[config.mk]
export PLATFORM = sky130hd
export DESIGN_NAME = operand_loader
export DESIGN_NICKNAME = d
export VERILOG_FILES = /design/src/rtl/operand_loader.sv
export SDC_FILE = /design/constraint.sdc
export NUM_CORES = 1
export LEC_CHECK = 0
export CAP_MARGIN = 15
export CORE_UTILIZATION = 40
export CTS_CLUSTER_DIAMETER = 200
export DETAILED_ROUTE_END_ITERATION = 8
export GPL_ROUTABILITY_DRIVEN = 0
export PLACE_DENSITY = 0.7
export SKIP_CTS_REPAIR_TIMING = 1
export SLEW_MARGIN = 10
export SYNTH_ARGS = -nofsm -noshare
export SYNTH_HDL_FRONTEND = slang
export SYNTH_SLANG_ARGS = --single-unit
[constraint.sdc]
create_clock -name clk -period 5.69 [get_ports clk]
set_input_delay 0.8535 -clock clk [delete_from_list [all_inputs] [get_ports clk]]
set_output_delay 0.8535 -clock clk [all_outputs]
set_load 0.1 [all_outputs]
[src/rtl/operand_loader.sv]
// operand_loader
//
// Upstream feeder for the calculation array. Streamed 16-bit words arrive
// over a valid/ready handshake. The first 8 accepted words of a frame fill
// the A load buffer and the next 8 fill the B load buffer; word 0 of each
// half lands in the least significant slot. A completed pair is copied into
// a held output register qualified by out_valid/out_ready. Because the load
// buffers and the output register are separate, a new frame can fill while
// the previous one waits downstream, which sustains one frame per 16 cycles.
//
// Ports:
//   clk         single clock, all state on the rising edge
//   rst         synchronous, active-high reset
//   in_valid    in_data holds a word
//   in_ready    block accepts a word this cycle
//   in_data     streamed word
//   clear       synchronous discard of the frame being loaded
//   out_valid   out_a/out_b hold a complete frame
//   out_ready   downstream consumes the frame this cycle
//   out_a       A operand vector (slot 0 in bits [WORD_W-1:0])
//   out_b       B operand vector (slot 0 in bits [WORD_W-1:0])
//   frame_count frames moved into the output register, wraps at 0xFFFF

module operand_loader #(
    parameter int WORD_W = 16,
    parameter int WORDS  = 8
) (
    input  logic                     clk,
    input  logic                     rst,
    input  logic                     in_valid,
    output logic                     in_ready,
    input  logic [WORD_W-1:0]        in_data,
    input  logic                     clear,
    output logic                     out_valid,
    input  logic                     out_ready,
    output logic [WORD_W*WORDS-1:0]  out_a,
    output logic [WORD_W*WORDS-1:0]  out_b,
    output logic [15:0]              frame_count
);

    localparam int VEC_W  = WORD_W * WORDS;
    localparam int IDX_W  = $clog2(2 * WORDS);
    localparam int SLOT_W = IDX_W - 1;
    localparam logic [IDX_W-1:0] LAST_IDX = IDX_W'(2 * WORDS - 1);

    // The fill state is fully described by the word index and the complete
    // flag; the enum is a decoded view used by the next-state logic.
    typedef enum logic [1:0] {
        FILL_A,
        FILL_B,
        FULL
    } state_t;

    logic [IDX_W-1:0]  r_idx;
    logic              r_complete;
    logic [VEC_W-1:0]  r_loadA;
    logic [VEC_W-1:0]  r_loadB;
    logic [VEC_W-1:0]  r_outA;
    logic [VEC_W-1:0]  r_outB;
    logic              r_outValid;
    logic [15:0]       r_frameCount;

    state_t            w_state;
    logic              w_slotFree;
    logic              w_inReady;
    logic              w_accept;
    logic              w_transfer;
    logic [SLOT_W-1:0] w_slot;
    logic [IDX_W-1:0]  w_idxNext;
    logic              w_completeNext;
    logic              w_outValidNext;
    logic [15:0]       w_frameCountNext;

    // Handshake qualifiers and next-state decode. clear takes priority over
    // both accepting and transferring, so a frame completed in the same cycle
    // as clear never reaches the output register.
    always_comb begin
        w_state          = FILL_A;
        w_slotFree       = 1'b0;
        w_inReady        = 1'b0;
        w_accept         = 1'b0;
        w_transfer       = 1'b0;
        w_slot           = r_idx[SLOT_W-1:0];
        w_idxNext        = r_idx;
        w_completeNext   = r_complete;
        w_outValidNext   = r_outValid;
        w_frameCountNext = r_frameCount;

        if (r_complete) begin
            w_state = FULL;
        end else if (r_idx[IDX_W-1]) begin
            w_state = FILL_B;
        end

        w_slotFree = !r_outValid || out_ready;
        w_inReady  = !rst && !clear && ((w_state != FULL) || w_slotFree);
        w_accept   = in_valid && w_inReady;
        w_transfer = (w_state == FULL) && w_slotFree && !clear;

        if (clear) begin
            w_idxNext      = '0;
            w_completeNext = 1'b0;
        end else begin
            case (w_state)
                FILL_A, FILL_B: begin
                    if (w_accept) begin
                        if (r_idx == LAST_IDX) begin
                            w_idxNext      = '0;
                            w_completeNext = 1'b1;
                        end else begin
                            w_idxNext = r_idx + IDX_W'(1);
                        end
                    end
                end
                FULL: begin
                    // A word taken in the transfer cycle is already slot 0
                    // of the next frame, so the index moves on to 1.
                    if (w_transfer) begin
                        w_completeNext = 1'b0;
                        w_idxNext      = w_accept ? IDX_W'(1) : '0;
                    end
                end
                default: begin
                    w_idxNext      = '0;
                    w_completeNext = 1'b0;
                end
            endcase
        end

        if (w_transfer) begin
            w_outValidNext   = 1'b1;
            w_frameCountNext = r_frameCount + 16'd1;
        end else if (r_outValid && out_ready) begin
            w_outValidNext = 1'b0;
        end
    end

    // State, load buffers and the held output register. The load buffer is
    // written at the current index; in FULL the index is 0, which is where a
    // word accepted during a transfer belongs.
    always_ff @(posedge clk) begin
        if (rst) begin
            r_idx        <= '0;
            r_complete   <= 1'b0;
            r_loadA      <= '0;
            r_loadB      <= '0;
            r_outA       <= '0;
            r_outB       <= '0;
            r_outValid   <= 1'b0;
            r_frameCount <= '0;
        end else begin
            r_idx        <= w_idxNext;
            r_complete   <= w_completeNext;
            r_outValid   <= w_outValidNext;
            r_frameCount <= w_frameCountNext;

            if (w_accept) begin
                if (!r_idx[IDX_W-1]) begin
                    r_loadA[int'(w_slot) * WORD_W +: WORD_W] <= in_data;
                end else begin
                    r_loadB[int'(w_slot) * WORD_W +: WORD_W] <= in_data;
                end
            end

            if (w_transfer) begin
                r_outA <= r_loadA;
                r_outB <= r_loadB;
            end
        end
    end

    assign in_ready    = w_inReady;
    assign out_valid   = r_outValid;
    assign out_a       = r_outA;
    assign out_b       = r_outB;
    assign frame_count = r_frameCount;

endmodule

==> results_dict.tcl <==
set metrics [dict create \
    status "finished, final reports clean" \
    grt_pass1_wl_um 89470 \
    totalWireLength_um 58420 \
    slew_violations 0 \
    critPathRequiredTime_ns 4.84 \
    tns_ns 0 \
    port_buffers 294 \
    dr.pass1.iters 6 \
    worstSetupPathType "in2out" \
    placed_area_um2 22950 \
    clockRootBuffer "clkbuf_16" \
    path_cells "clkdlybuf4s50_1, or2_2, nor2_1, clkdlybuf4s50_1" \
    antenna_found_initial 0 \
    cts_buffers 55 \
    area_growth_pct 25.51 \
    p_total_w 0.007498 \
    most-common-layout-cells "nand2_1 (655), dfxtp_1 (534), a21oi_1 (331), clkdlybuf4s50_1 (293), o21ai_0 (127)" \
    routedWlPerCell_um 18.08 \
    grt_pass1_vias 15800 \
    min_delay_path_depth 2 \
    clockBufferDepth 3 \
    reg2regPathDepth 8 \
    worstReg2RegEnd "r_loadA[36]" \
    final_nets 2549 \
    crit_arrival_ns 3.17 \
    row_count 81 \
    maxCapViolCount 0 \
    ant_nets 0 \
    die_area_um2 50230 \
    clk_latency_ns 0.60 \
    cts_tree "built" \
    drtIter0Drc 1271 \
    synth_nets 2369 \
    p_per_area_nw_per_um2 302.7 \
    crit_buf_inv 2 \
    final_common_cell "nand2_1" \
    finalCritPeriodShare 0.7064 \
    r2r_slack_ns 2.00 \
    synth_cells 2343 \
    die_y_um 224.1 \
    via_per_inst 5.160 \
    ys_seq_elements 534 \
    ys_seq_area_frac 0.5417 \
    grt_max_degree 217 \
    drcViolationCount 0 \
    maxSlewHeadroom 0.2322 \
    path_max_fanout 6 \
    setup.worst_path.end_class "output port" \
    tightest_slew_ns 1.148 \
    hold_class "reg2reg" \
    slowest_stage "clkdlybuf4s50_1" \
    p_leak_nw 8.486 \
    io_pins 295 \
    startpoint_type "input pin" \
    postLayoutCellArea_um2 24770 \
    slowest_delay_ns 1.20 \
    irDropWorstVdd_mv 0.2094 \
    r2r-start "r_idx[0]" \
    synth_area_um2 19740 \
    avgSynthCellArea_um2 8.423 \
    clk_pin_slew_ns 0.06 \
    fin_crit_ns 4.020 \
    hpwl_um 36640 \
    cts.sink_count 534 \
    drive_gt1_frac 0.05066 \
    whs_endpoint "out_a[45]" \
    overflow 0 \
    crit_start "clear" \
    synth_cell_types 48 \
    rsz0062_at_grt "no" \
    setup-violations-final 0 \
    hp-start "r_loadA[45]" \
    fin_skew_ns 0.01791 \
    start_util 0.4040 \
    yosysWarnings 0 \
    vias 16670 \
    fp.dieW_um 224.1 \
    fmax_mhz 248.8 \
    critPathTopFamily "buffers and inverters" \
    fp.coreArea_um2 48850 \
    grt_usage 0.2268 \
    timing.critical_path.mode_cell "clkdlybuf4s50_1" \
    htreeDepth 2 \
    finalHoldViolCount 0 \
]
-- power breakdown --
part | internal [W] | leakage (nW) | switching, W | total, W
registers | 0.00374 | 4.30 | 0.00000201 | 0.00374
clock network | 0.00208 | 0.902 | 0.00151 | 0.00359
logic | 0.0000423 | 3.29 | 0.000121 | 0.000164
total | 0.00587 | 8.49 | 0.00163 | 0.00750
-- metal layers --
| metal | GRT usage | up-vias | wire, µm | share of wire |
|---|---|---|---|---|
| met4 | 0.06894 | 0 | 1449 | 0.025 |
| met3 | 0.05535 | 77 | 3658 | 0.063 |
| met2 | 0.3657 | 453 | 27210 | 0.47 |
| met5 | 0 | - | 0 | 0 |
| li1 | - | 8097 | - | - |
| met1 | 0.2985 | 8045 | 26100 | 0.45 |
-- cell families (layout without fill, tap and decap cells) --
logic type | after synthesis | in the layout | share of synthesized area
adder cells (fa/ha/maj) | 5 | 5 | 0.003170
AO/OA/AOI/OAI | 486 | 486 | 0.1246
XOR/XNOR | 7 | 7 | 0.003107
multiplexers | 92 | 92 | 0.04666
flip-flops | 534 | 534 | 0.5417
buffers and inverters | 199 | 422 | 0.04222
AND/OR/NAND/NOR | 1020 | 1020 | 0.2386
other | 0 | 1 | 0
-- worst min-delay path: stages, from the launching register on --
cell     delay [ns]
dfxtp_1        0.31
nand2_1        0.05
a21oi_1        0.05
-- final cells by class --
type / instances / area, µm²
Inverter: 5 / 18.77
Antenna cell: 1 / 2.502
Timing Repair Buffer: 317 / 3187
Clock buffer: 77 / 1589
Multi-Input combinational cell: 1610 / 8232
Clock inverter: 23 / 219.0
Tap cell: 664 / 830.8
Sequential cell: 534 / 10690
Fill cell: 4573 / 24080
-- synth_stat cells, drive strengths merged --
cell    count  area [µm²]
nand3      79       395.4
xor2        1       8.760
a311oi      2       17.52
nand4b      1       8.760
nor2       33       126.4
a21oi     331        1657
or3b        2       17.52
xnor2       6       52.55
mux2i      92       920.9
a31oi       2       12.51
and2        2       12.51
clkbuf    136       514.2
and3b       3       26.28
a21o        1       7.510
nand2b    118       745.7
or2         2       12.52
nor3        5       35.03
buf        58       300.3
nor2b      35       219.0
o21ai     145       725.7
or4         5       37.54
a41oi       1       8.760
and3        7       43.79
ha          5       62.56
or3         7       43.79
nand2     657        2469
dfxtp     534       10690
nor3b       4       51.30
o31ai       4       30.03
and4        7       61.31
nand4      12       87.58
inv         5       18.77
nor4        6       52.55
nand3b     35       262.8
-- how the worst max path moves through the flow --
stage / to / slack, ns / cells past startpoint
floorplan: in_ready / 1.96 / 5
global placement: in_ready / 1.67 / 4
detailed placement: in_ready / 1.70 / 4
CTS: in_ready / 1.69 / 4
global route: in_ready / 1.59 / 4
finish: in_ready / 1.67 / 4
-- metrics by stage --
| stage | instances | worst slack, ns | utilization | hold WS (ns) |
|---|---|---|---|---|
| global route | 3230 | 1.591 | 0.5070 | 0.4671 |
| floorplan | 2343 | 1.956 | - | 0.4274 |
| detailed placement | 3129 | 1.702 | 0.4698 | 0.4379 |
| finish | 3231 | 1.670 | 0.5070 | 0.4421 |
| global placement | 3129 | 1.671 | 0.4698 | 0.4343 |
| CTS | 3229 | 1.691 | 0.5068 | 0.4463 |
-- sequential cells by signal (all words and copies together), names as in the netlist --
signal,count
out_b,128
frame_count,16
r_complete,1
out_valid,1
r_idx,4
r_loadB,128
r_loadA,128
out_a,128
(Power assumes the default switching activity.)
